--- src/rtl/io_pkg.sv ---
// Shared constants for the I/O command responder: command codes, INSW states
// and the seven-segment glyph table ({g,f,e,d,c,b,a}, active-low).
package io_pkg;

  localparam logic [1:0] HI_NONE = 2'd0;
  localparam logic [1:0] HI_LED  = 2'd1;
  localparam logic [1:0] HI_SS   = 2'd2;

  typedef enum logic [1:0] {
    IDLE,
    ARMED,
    DONE,
    RELEASE
  } insw_state_t;

  localparam logic [6:0] SEG_TABLE [16] = '{
    7'h40, 7'h79, 7'h24, 7'h30, 7'h19, 7'h12, 7'h02, 7'h78,
    7'h00, 7'h10, 7'h08, 7'h03, 7'h46, 7'h21, 7'h06, 7'h0E
  };

endpackage

--- src/rtl/io_handler_if.sv ---
// Control-core side of the I/O responder: command code, INSW request,
// operand, captured switch value and the datapath stall.
interface io_handler_if;

  logic [1:0]  controlHI;
  logic        controlMDH;
  logic [31:0] data_in;
  logic [31:0] sw_data;
  logic        stall;

  modport master (
    output controlHI, controlMDH, data_in,
    input  sw_data, stall
  );

  modport slave (
    input  controlHI, controlMDH, data_in,
    output sw_data, stall
  );

endinterface

--- src/rtl/io_debouncer.sv ---
// ENTER button conditioning: two-flop synchronizer, stability counter and a
// one-cycle press pulse that coincides with the edge that accepts a press.
module io_debouncer #(
  parameter int DB_CYCLES = 50000
) (
  input  logic clock,
  input  logic reset,
  input  logic btn_n,
  output logic stable,
  output logic press
);

  localparam int CW = (DB_CYCLES > 1) ? $clog2(DB_CYCLES) : 1;
  localparam logic [CW-1:0] LAST = CW'(DB_CYCLES - 1);

  logic          sync1;
  logic          sync2;
  logic [CW-1:0] cnt;

  // Any return to the stable level restarts the count, so short bounces never flip it.
  always_ff @(posedge clock or negedge reset) begin
    if (!reset) begin
      sync1  <= 1'b1;
      sync2  <= 1'b1;
      stable <= 1'b1;
      cnt    <= '0;
    end else begin
      sync1 <= btn_n;
      sync2 <= sync1;
      if (sync2 == stable) begin
        cnt <= '0;
      end else if (cnt == LAST) begin
        stable <= sync2;
        cnt    <= '0;
      end else begin
        cnt <= cnt + CW'(1);
      end
    end
  end

  assign press = stable & ~sync2 & (cnt == LAST);

endmodule

--- src/rtl/io_handler.sv ---
// Peripheral responder executing OUTLED, OUTSS and INSW against the board:
// LED register, multiplexed 8-digit display and the switch-read handshake.
module io_handler #(
  parameter int SW_W      = 16,
  parameter int LED_W     = 16,
  parameter int SCAN_DIV  = 16,
  parameter int DB_CYCLES = 50000
) (
  input  logic             clock,
  input  logic             reset,
  io_handler_if.slave      bus,
  input  logic [SW_W-1:0]  switches,
  input  logic             enter_n,
  output logic [LED_W-1:0] leds,
  output logic [7:0]       anode_n,
  output logic [6:0]       segment_n
);

  import io_pkg::*;

  logic [31:0]         disp;
  logic [SCAN_DIV-1:0] scan_cnt;
  logic [2:0]          digit;
  logic                stable;
  logic                press;
  logic                capture;
  insw_state_t         state;
  insw_state_t         next_state;

  io_debouncer #(.DB_CYCLES(DB_CYCLES)) u_debouncer (
    .clock  (clock),
    .reset  (reset),
    .btn_n  (enter_n),
    .stable (stable),
    .press  (press)
  );

  always_ff @(posedge clock or negedge reset) begin
    if (!reset) begin
      leds <= '0;
      disp <= '0;
    end else begin
      case (bus.controlHI)
        HI_LED:  leds <= bus.data_in[LED_W-1:0];
        HI_SS:   disp <= bus.data_in;
        default: ;
      endcase
    end
  end

  assign digit = scan_cnt[SCAN_DIV-1 -: 3];

  // Digit drivers are registered so the board sees glitch-free anode/segment lines.
  always_ff @(posedge clock or negedge reset) begin
    if (!reset) begin
      scan_cnt  <= '0;
      anode_n   <= 8'hFF;
      segment_n <= 7'h7F;
    end else begin
      scan_cnt  <= scan_cnt + SCAN_DIV'(1);
      anode_n   <= ~(8'b1 << digit);
      segment_n <= SEG_TABLE[disp[{digit, 2'b00} +: 4]];
    end
  end

  always_ff @(posedge clock or negedge reset) begin
    if (!reset) begin
      state <= IDLE;
    end else begin
      state <= next_state;
    end
  end

  // RELEASE waits for the button to come back up so a held press never serves two reads.
  always_comb begin
    next_state = state;
    capture    = 1'b0;
    case (state)
      IDLE:    if (bus.controlMDH) next_state = ARMED;
      ARMED: begin
        if (!bus.controlMDH) begin
          next_state = IDLE;
        end else if (press) begin
          next_state = DONE;
          capture    = 1'b1;
        end
      end
      DONE:    next_state = RELEASE;
      RELEASE: if (stable) next_state = IDLE;
      default: next_state = IDLE;
    endcase
  end

  always_ff @(posedge clock or negedge reset) begin
    if (!reset) begin
      bus.sw_data <= '0;
    end else if (capture) begin
      bus.sw_data <= 32'(switches);
    end
  end

  assign bus.stall = bus.controlMDH & (state != DONE);

endmodule

--- src/flat_wrapper.sv ---
// flat-port wrapper written by rule: the top's interface ports become plain ports
module io_handler_flat import io_pkg::*;
#(
  parameter int SW_W      = 16,
  parameter int LED_W     = 16,
  parameter int SCAN_DIV  = 16,
  parameter int DB_CYCLES = 50000
)
  (clock, reset, switches, enter_n, leds, anode_n, segment_n, bus_controlHI, bus_controlMDH, bus_data_in, bus_sw_data, bus_stall);
  io_handler_if bus_i ();
  input  logic clock;
  input  logic reset;
  input  logic [SW_W-1:0] switches;
  input  logic enter_n;
  output logic [LED_W-1:0] leds;
  output logic [7:0] anode_n;
  output logic [6:0] segment_n;
  input wire logic [$bits(bus_i.controlHI)-1:0] bus_controlHI;
  input wire logic [$bits(bus_i.controlMDH)-1:0] bus_controlMDH;
  input wire logic [$bits(bus_i.data_in)-1:0] bus_data_in;
  output wire logic [$bits(bus_i.sw_data)-1:0] bus_sw_data;
  output wire logic [$bits(bus_i.stall)-1:0] bus_stall;
  assign bus_i.controlHI = bus_controlHI;
  assign bus_i.controlMDH = bus_controlMDH;
  assign bus_i.data_in = bus_data_in;
  assign bus_sw_data = bus_i.sw_data;
  assign bus_stall = bus_i.stall;
  io_handler #(.SW_W(SW_W), .LED_W(LED_W), .SCAN_DIV(SCAN_DIV), .DB_CYCLES(DB_CYCLES)) u_core (.clock(clock), .reset(reset), .bus(bus_i), .switches(switches), .enter_n(enter_n), .leds(leds), .anode_n(anode_n), .segment_n(segment_n));
endmodule
--- config.mk ---
export PLATFORM = sky130hd
export DESIGN_NAME = io_handler_flat
export DESIGN_NICKNAME = d
export VERILOG_FILES = /design/src/rtl/io_pkg.sv /design/src/rtl/io_handler_if.sv /design/src/rtl/io_debouncer.sv /design/src/rtl/io_handler.sv /design/src/flat_wrapper.sv
export SDC_FILE = /design/constraint.sdc
export NUM_CORES = 1
export LEC_CHECK = 0
export CORE_MARGIN = 2
export CORE_UTILIZATION = 50
export DETAILED_ROUTE_END_ITERATION = 8
export PLACE_DENSITY = 0.83
export SYNTH_ARGS = -nofsm -noshare
export SYNTH_HDL_FRONTEND = slang
export SYNTH_SLANG_ARGS = --single-unit
export TNS_END_PERCENT = 10
--- constraint.sdc ---
create_clock -name clock -period 4.65 [get_ports clock]
set_clock_uncertainty 0.1 [all_clocks]
set_input_delay 0.465 -clock clock [delete_from_list [all_inputs] [get_ports clock]]
set_output_delay 0.465 -clock clock [all_outputs]
set_load 0.02 [all_outputs]
==> results of run 1 <==
Yosys cell counts (all sizes together) (3+ instances only):
cell type and count:
a21oi 3, and3 5, buf 26, clkbuf 4, dfrtp 98, dfstp 18
ha 8, inv 12, mux2 68, mux2i 12, nand2 13, nand2b 5
nand3 18, nand4 4, nor2 25, nor2b 4, nor3 5, nor4 4
o22ai 5, xnor2 17, xor2 12
layer usage:
metal  track usage, %  wire length [um]  share of wire, %  vias up
li1                 -                 -                 -     1542
met4             7.33               136               1.3        0
met1             23.8              4420                42     1638
met5                0                 0                 0        -
met3             7.17               626               5.9       14
met2             33.4              5360                51      106
state kept, by name (all words and copies together) (netlist names), named ones only:
name / count
u_core.u_debouncer.stable: 1
u_core.leds: 16
u_core.state: 1
u_core.segment_n: 7
u_core.disp: 32
u_core.bus.sw_data: 16
u_core.u_debouncer.sync1: 1
u_core.scan_cnt: 16
u_core.u_debouncer.cnt: 16
u_core.anode_n: 8
u_core.u_debouncer.sync2: 1
final cells by class:
type / count / area (um^2) / area share, %
multi-input cells: 250 / 2080 / 30.5
clock buffers: 22 / 443 / 6.48
flip-flops and latches: 116 / 2930 / 42.8
well taps: 136 / 170 / 2.49
inverters: 12 / 45.0 / 0.659
repair buffers: 104 / 1030 / 15.1
clock inverters: 10 / 134 / 1.96
worst reg2reg max path, stage by stage, from the launching register on:
cell	delay [ns]
dfrtp_1	0.91
mux2_2	0.45
o221ai_1	0.53
inv_1	0.14
ha_1	0.26
inv_1	0.09
mux2_4	0.15
o22ai_2	0.07
power by group:
part	switching, W	internal (W)
logic	0.000181	0.000200
clock network	0.000436	0.000826
registers	0.0000454	0.00110
total	0.000662	0.00213
kinds of logic (layout without fill, tap and decap cells):
kind of cell,Yosys count,after routing
other,1,16
muxes,82,82
and+or+nand+nor,93,93
buffers and inverters,42,148
AOI/OAI and AO/OA,22,22
adders and majority gates,8,8
DFF,116,116
xor gates and xnor gates,29,29
per-stage QoR:
step	std cells	util [%]	setup slack [ns]
6_report	650	66.8	1.85
5_1_grt	650	66.8	1.64
4_1_cts	650	66.8	1.90
3_5_place_dp	617	61.1	1.99
3_3_place_gp	617	61.1	2.10
2_1_floorplan	408	-	2.32
final timing paths:
check / to / slack (ns)
max in group asynchronous: u_core.u_debouncer.cnt[13]$_DFF_PN0_ / 2.82
hold reg to reg: u_core.u_debouncer.sync2$_DFF_PN1_ / 0.26
min in group asynchronous: u_core.leds[5]$_DFFE_PN0N_ / 0.48
setup reg to reg: u_core.segment_n[4]$_DFF_PN1_ / 1.85
setup / recovery: u_core.segment_n[4]$_DFF_PN1_ / 1.85
hold / removal: u_core.u_debouncer.sync2$_DFF_PN1_ / 0.26
cells in the final DEF, fill, tap and decap left out, types with 3 or more instances in the layout:
cell,n
clkdlybuf4s50_1,100
dfrtp_1,98
mux2_2,56
nor2_1,25
dfstp_2,18
xnor2_1,17
nand3_1,16
conb_1,16
clkbuf_16,16
nand2_1,13
inv_1,12
xor2_1,12
mux2i_1,12
mux2_4,11
ha_1,8
and3_1,5
nand2b_1,5
nand4_1,4
nor3_1,4
o22ai_1,4
clkbuf_1,4
clkinv_2,4
nor4_1,3
nor2b_1,3
a21oi_1,3
bufinv_16,3
buf_4,3
==> impl_metrics.yaml, run 1 <==
outcome:
  outcome: "finished, final reports clean"
detailed_routing:
  dr.first_iter.drc_count: 135
  viasPerCell: 5.08
  routedWlPerCell_um: 16.2
  postRouteAntennaNets: 0
  num_vias: 3300
  drtPass1Iterations: 5
  wl_mm: 10.5
  drc: 0
critical_path:
  criticalPathCategory: "reg -> reg"
  crit_chain: "mux2_2, o221ai_1, inv_1, ha_1, inv_1, mux2_4, o22ai_2"
  ff2ff_path_depth: 7
  end_kind: "register"
  crit_slowest_cell: "dfrtp_1"
  critical_path.max_fanout: 25
  crit_arrival_ns: 3.12
  cp_num_buf_inv: 2
  crit_start: "u_core.scan_cnt[14]$_DFF_PN0_"
  path_delay_family: "flip-flops"
  crit_top_cell: "inv_1"
  crit-reg2reg-launch: "u_core.scan_cnt[14]$_DFF_PN0_"
  startpoint_type: "register"
  crit_cells: 7
  cpPeakStageDelay_ns: 0.91
  critPathRequiredTime_ns: 4.98
synthesis:
  synth-edff-count: 0
  ys_seq_area_share_pct: 56.1
  synth_async_sr_flop_share_pct: 100
  synthXorXnorAreaFrac_pct: 4.87
  synthFlopType: "dfrtp_1"
  syn-cell-area_mm2: 0.00522
  yosys.area_share.simple_pct: 9.50
  ys_seq_elements: 116
  ys_warn_count: 0
  synthAdderAreaFrac_pct: 1.92
  yosys.area.top_type_share_pct: 47.0
  synth.avg_cell_area_um2: 13.3
  synth_cells: 393
  synth_compound_area_share_pct: 3.81
  yosys.area.top_type: "dfrtp_1"
  synthMuxAreaShare_pct: 18.6
  synth.distinct_cells: 52
  synth_top_family_by_area: "multiplexers"
  ys_top_cells_by_area: "dfrtp_1 (47%), mux2_2 (12%), dfstp_2 (9.1%)"
timing:
  hold-worst-slack_ns: 0.262
  hold_viol: 0
  fin_crit_ns: 2.80
  tightest_slew_ns: 0.896
  maxSlewViolCount: 0
  maxSlewHeadroom_pct: 40.1
  setup_tns_ns: 0
  rsz0062_at_grt: "no"
  fmax_ghz: 0.358
  setup_violations: 0
  post-route-period-util_pct: 60.1
place:
  place.gp.congestion: 0.864
  dp_hpwl_mm: 7.32
  port_buffers: 101
  placed_area_mm2: 0.00625
floorplan:
  std_cell_rows: 37
  boundaryPins: 118
  dieHeight_um: 106
  core-area_mm2: 0.0102
  die_area_mm2: 0.0113
  fp.dieW_um: 106
  start_util_pct: 51.0
cts:
  clock_latency_ns: 0.51
  cts_buffers: 17
  postCtsSetupRepairBufs: 0
  cts.clk_slew.worst_paths_ns: 0.06
  root_buffer: "clkbuf_8"
  cts.path.max_buffers: 2
  cts_resized: 0
  htreeDepth: 4
  cts_sinks: 116
  ctsHoldBuffers: 1
  cts_tree: "yes"
global_route:
  antenna_found_initial: 0
  grt_remaining_overflow: 0
  grt_pass1_vias: 3533
  gr-usage-all-layers_pct: 20.0
  grt_pass1_wl_mm: 17.4
  grt_max_degree: 69
hold_path:
  hold_depth: 0
  min_path_type: "reg -> reg"
  hp-start: "u_core.u_debouncer.sync1$_DFF_PN1_"
final_layout:
  fill_cells: 748
  postLayoutCellArea_mm2: 0.00683
  final_nets: 563
  drive_above_1_share_pct: 25.3
  syn_to_final_growth_pct: 31.0
  antenna_cells: 0
power_and_ir_drop:
  leakage_nw: 2.93
  vdd_drop_max_mv: 0.287
  power.total_w: 0.00279
  powerDensity_mw_per_mm2: 408
job:
  max-cap-violations: 0
No activity file was read; power rests on OpenSTA's default activity.
==> run 2: changes to the inputs <==
Clock period 4.65 ns to 2.85 ns, I/O delays scaled along.
==> run 2 against run 1 <==
Against the previous run: sequential power increased by 63%; core utilization grew 0.24 points; largest cell class unchanged; total power up 57%; sequential share of layout area fell by 0.16 points; routed wire length about the same; non-clock buffer count rose by 6.
==> impl_metrics.yaml, run 2 (synthesized netlist as in run 1, its figures left out) <==
power_and_ir_drop:
  powerDensity_mw_per_mm2: 640
  vdd_drop_max_mv: 0.464
  leakage_nw: 2.96
  power.total_w: 0.00439
place:
  dp_cells: 623
  dp_hpwl_mm: 7.46
  dp_slack_ns: 0.401
  port_buffers: 101
  place.gp.congestion: 0.855
critical_path:
  crit_chain: "or3b_2, a2bb2oi_1, o221ai_1, inv_1, ha_1, inv_1, mux2_4, o22ai_2"
  path_delay_family: "compound AO/OA/AOI/OAI gates"
  cpPeakStageDelay_ns: 0.60
  critPathRequiredTime_ns: 3.18
  cp_num_buf_inv: 2
  criticalPathCategory: "reg -> reg"
  startpoint_type: "register"
  critical_path.max_fanout: 13
  crit_arrival_ns: 2.86
  end_kind: "register"
  crit_top_cell: "inv_1"
  crit_slowest_cell: "dfrtp_1"
hold_path:
  min_path_type: "in -> reg"
timing:
  maxSlewViolCount: 0
  layout_setup_ws_ns: 0.323
  post-route-period-util_pct: 88.7
  rsz0062_at_grt: "no"
  hold_viol: 0
  hold-worst-slack_ns: 0.0959
  setup_tns_ns: 0
  fin_crit_ns: 2.53
  setup_violations: 0
  tightest_slew_ns: 0.741
  maxSlewHeadroom_pct: 50.6
  fmax_ghz: 0.396
outcome:
  outcome: "finished, final reports clean"
detailed_routing:
  viasPerCell: 5.14
  drtPass1Iterations: 4
  num_vias: 3372
  wl_mm: 10.5
  dr.first_iter.drc_count: 157
  drc: 0
  postRouteAntennaNets: 0
  routedWlPerCell_um: 16.1
cts:
  htreeDepth: 4
  clock_latency_ns: 0.50
  cts_sinks: 116
  cts_buffers: 17
  cts_tree: "yes"
  cts.clk_slew.worst_paths_ns: 0.05
  cts.path.max_buffers: 2
  root_buffer: "clkbuf_8"
global_route:
  gr-usage-all-layers_pct: 19.7
  antenna_found_initial: 0
  grt_pass1_wl_mm: 17.2
  grt_max_degree: 49
  grt_remaining_overflow: 0
  grt_pass1_vias: 3595
floorplan:
  dieHeight_um: 106
  std_cell_rows: 37
  core-area_mm2: 0.0102
  boundaryPins: 118
  fp.dieW_um: 106
  start_util_pct: 51.0
  die_area_mm2: 0.0113
final_layout:
  top_register: "u_core.disp"
  final_nets: 569
  layout_commonest_cell: "clkdlybuf4s50_1"
  multi_input_area_mm2: 0.00208
  regArea_mm2: 0.00293
  drive_above_1_share_pct: 26.0
  syn_to_final_growth_pct: 31.5
  fin_cells: 656
  largest_reg_flops: 32
  layout_common_cells: "clkdlybuf4s50_1 (100), dfrtp_1 (98), mux2_2 (56)"
  antenna_cells: 0
  fill_cells: 708
job:
  max-cap-violations: 0
## run 2: timing repair
action                    4_1_cts  5_1_grt
hold endpoints to repair       44        0
hold buffers                    1        0
setup buffers                   0        0
gates resized for setup         0        0
## run 2: cell type report
class,count,share of cell area (%)
Timing Repair Buffer,110,15.9
Sequential cell,116,42.6
Tap cell,136,2.48
Inverter,12,0.657
Clock inverter,3,0.219
Clock buffer,29,7.72
Multi-Input combinational cell,250,30.4
## run 2: report_power, final
group          total, W  leakage, nW  switching, W  internal (W)
Sequential      0.00187         1.42     0.0000711       0.00180
Combinational  0.000625         1.26      0.000295      0.000330
Clock           0.00189        0.272      0.000669       0.00123
Total           0.00439         2.96       0.00103       0.00335
## run 2: worst paths after layout
| kind | from | end | slack (ns) | cells after the start |
|---|---|---|---|---|
| max in group asynchronous | reset | u_core.u_debouncer.sync1$_DFF_PN1_ | 1.62 | 3 |
| max reg2reg | u_core.scan_cnt[15]$_DFF_PN0_ | u_core.segment_n[4]$_DFF_PN1_ | 0.32 | 8 |
| max | u_core.scan_cnt[15]$_DFF_PN0_ | u_core.segment_n[4]$_DFF_PN1_ | 0.32 | 8 |
| min | enter_n | u_core.u_debouncer.sync1$_DFF_PN1_ | 0.1 | 1 |
| min reg2reg | u_core.u_debouncer.sync1$_DFF_PN1_ | u_core.u_debouncer.sync2$_DFF_PN1_ | 0.26 | 0 |
| min in group asynchronous | reset | u_core.leds[9]$_DFFE_PN0N_ | 0.23 | 2 |
## run 2: metrics by stage
stage,cell area [um^2],utilization (%)
floorplan,5270,-
global placement,6300,61.6
detailed placement,6300,61.6
CTS,6860,67.0
global route,6860,67.0
finish,6860,67.0
## run 2: per-layer routing
metal / track usage, % / routed length, um / vias to the layer above / part of all wire, %
met5: 0 / 0 / - / 0
met4: 6.39 / 96 / 0 / 0.91
met3: 6.99 / 652 / 10 / 6.2
met2: 34.1 / 5400 / 102 / 51
met1: 23.0 / 4390 / 1697 / 42
li1: - / - / 1563 / -
==> run 3: changes to the inputs <==
Settings changed: CORE_UTILIZATION 50 to 36, PLACE_DENSITY 0.83 to 0.63.
==> run 3 against run 2 <==
Against the previous run: via count fell by 2.5%; global-route usage down 5.2 points; routed wire length increased by 0.24%; sequential power about the same; critical path type unchanged; combinational power about the same; fmax rose by 4.6%.
==> impl_metrics.yaml, run 3 (synthesized netlist as in run 1, its figures left out) <==
global_route:
  grt_remaining_overflow: 0
  grt_pass1_vias: 3444
  antenna_found_initial: 0
  grt_max_degree: 51
  grt_pass1_wl_mm: 17.7
  gr-usage-all-layers_pct: 14.6
power_and_ir_drop:
  leakage_nw: 2.97
  intPower_w: 0.00354
  clock_power_share_pct: 46.4
  comb_power_share_pct: 13.4
  seqPwrFrac_pct: 40.2
  power.switching_w: 0.00111
  sw_frac_of_total_pct: 23.8
  powerDensity_mw_per_mm2: 666
  vdd_drop_max_mv: 0.418
cts:
  root_buffer: "clkbuf_16"
  cts.path.max_buffers: 2
  postCtsSetupRepairBufs: 0
  cts_resized: 0
  cts_sinks: 116
  cts_tree: "yes"
  cts.clk_slew.worst_paths_ns: 0.05
  htreeDepth: 4
  cts_buffers: 17
  clock_latency_ns: 0.42
  ctsHoldBuffers: 1
place:
  place.gp.congestion: 0.781
  port_buffers: 101
  placed_area_mm2: 0.00636
  dp_hpwl_mm: 7.68
floorplan:
  boundaryPins: 118
  start_util_pct: 37.2
  fp.dieW_um: 124
  dieHeight_um: 124
  die_area_mm2: 0.0155
  core-area_mm2: 0.0140
  std_cell_rows: 43
hold_path:
  min_path_type: "in -> reg"
  hold_depth: 1
  min_to: "u_core.u_debouncer.sync1$_DFF_PN1_"
  hp-start: "enter_n"
critical_path:
  critical_path.max_fanout: 15
  crit-reg2reg-launch: "u_core.scan_cnt[15]$_DFF_PN0_"
  critPathRequiredTime_ns: 3.09
  crit_arrival_ns: 2.66
  criticalPathCategory: "reg -> reg"
  end_kind: "register"
  cpPeakStageDelay_ns: 0.64
  crit_top_cell: "inv_1"
  rrSetupSlack_ns: 0.43
  timing.rr.end: "u_core.segment_n[4]$_DFF_PN1_"
  crit_chain: "or3b_2, a2bb2oi_1, o221ai_1, inv_1, ha_1, inv_1, mux2_4, o22ai_2"
  startpoint_type: "register"
  crit_slowest_cell: "dfrtp_1"
  ff2ff_path_depth: 8
final_layout:
  syn_to_final_growth_pct: 33.8
  layout_commonest_cell: "clkdlybuf4s50_1"
  layout_common_cells: "clkdlybuf4s50_1 (100), dfrtp_1 (98), mux2_2 (56)"
  top_register: "u_core.disp"
  postLayoutCellArea_mm2: 0.00698
  final_nets: 570
  largest_reg_flops: 32
  antenna_cells: 0
  drive_above_1_share_pct: 27.1
detailed_routing:
  routed.top_layer: "met4"
  routedLengthMet1_mm: 4.95
  wl_mm: 10.6
  wl_met3_um: 676
  drtPass1Iterations: 4
  drc: 0
  postRouteAntennaNets: 0
  num_vias: 3289
  dr.first_iter.drc_count: 222
  wl_met2_mm: 4.77
  routedWlPerCell_um: 15.1
  viasPerCell: 4.69
timing:
  fmax_ghz: 0.414
  fin_crit_ns: 2.42
  hold_viol: 0
  maxSlewHeadroom_pct: 47.8
  post-route-period-util_pct: 84.8
  tightest_slew_ns: 0.784
  hold-worst-slack_ns: 0.191
  setup_violations: 0
  maxSlewViolCount: 0
  setup_tns_ns: 0
  rsz0062_at_grt: "no"
job:
  max-cap-violations: 0
outcome:
  outcome: "finished, final reports clean"
[run 3: cell count changes in the layout (fill, tap and decap cells not counted), sizes merged]
cell	change
clkbuf	-10
buf	+1
bufinv	+3
clkinvlp	+7
[run 3: power groups by stage]
stage                     Sequential [W]  Clock (W)  Combinational, W
after global routing             0.00188    0.00230          0.000674
after floorplan                  0.00195          0          0.000290
after global placement           0.00189          0          0.000617
final                            0.00187    0.00216          0.000624
after detailed placement         0.00190          0          0.000628
after CTS                        0.00187    0.00221          0.000633
[run 3: worst max-delay path, delay by kind of cell (launching register included)]
| family | cells | cell delay [ns] |
|---|---|---|
| DFF | 1 | 0.64 |
| muxes | 1 | 0.28 |
| and+or+nand+nor | 1 | 0.23 |
| AOI/OAI and AO/OA | 3 | 0.61 |
| adders and majority gates | 1 | 0.23 |
| buffers and inverters | 2 | 0.26 |
[run 3: per-stage QoR]
stage / setup slack, ns / util (%) / power, W / instances
3_5_place_dp: 0.460 / 45.3 / 0.00253 / 668
5_1_grt: 0.272 / 49.7 / 0.00486 / 701
4_1_cts: 0.445 / 49.7 / 0.00471 / 701
2_1_floorplan: 0.518 / - / 0.00224 / 408
3_3_place_gp: 0.561 / 45.3 / 0.00251 / 668
6_report: 0.434 / 49.7 / 0.00465 / 701
[run 3: routing by layer]
layer / GRT usage [%] / up-vias
met5: 0 / -
met1: 19.3 / 1611
li1: - / 1562
met2: 21.4 / 101
met3: 5.63 / 15
met4: 6.28 / 0
[run 3: worst max-delay path by stage]
stage          slack (ns)                           from                       endpoint  cells past startpoint
6_report             0.43  u_core.scan_cnt[15]$_DFF_PN0_  u_core.segment_n[4]$_DFF_PN1_                      8
5_1_grt              0.27  u_core.scan_cnt[15]$_DFF_PN0_  u_core.segment_n[4]$_DFF_PN1_                      8
4_1_cts              0.44  u_core.scan_cnt[13]$_DFF_PN0_  u_core.segment_n[4]$_DFF_PN1_                      9
3_5_place_dp         0.46  u_core.scan_cnt[13]$_DFF_PN0_  u_core.segment_n[4]$_DFF_PN1_                      9
3_3_place_gp         0.56  u_core.scan_cnt[13]$_DFF_PN0_  u_core.segment_n[4]$_DFF_PN1_                      9
2_1_floorplan        0.52  u_core.scan_cnt[14]$_DFF_PN0_  u_core.segment_n[4]$_DFF_PN1_                      9
[run 3: final cells by class]
type                       count  area [um^2]
clock inverter                13          158
multi-input combinational    250         2090
tap                          180          225
timing repair buffer         111         1090
clock buffer                  19          453
fill                        1215         7060
sequential                   116         2930
inverter                      12         45.0
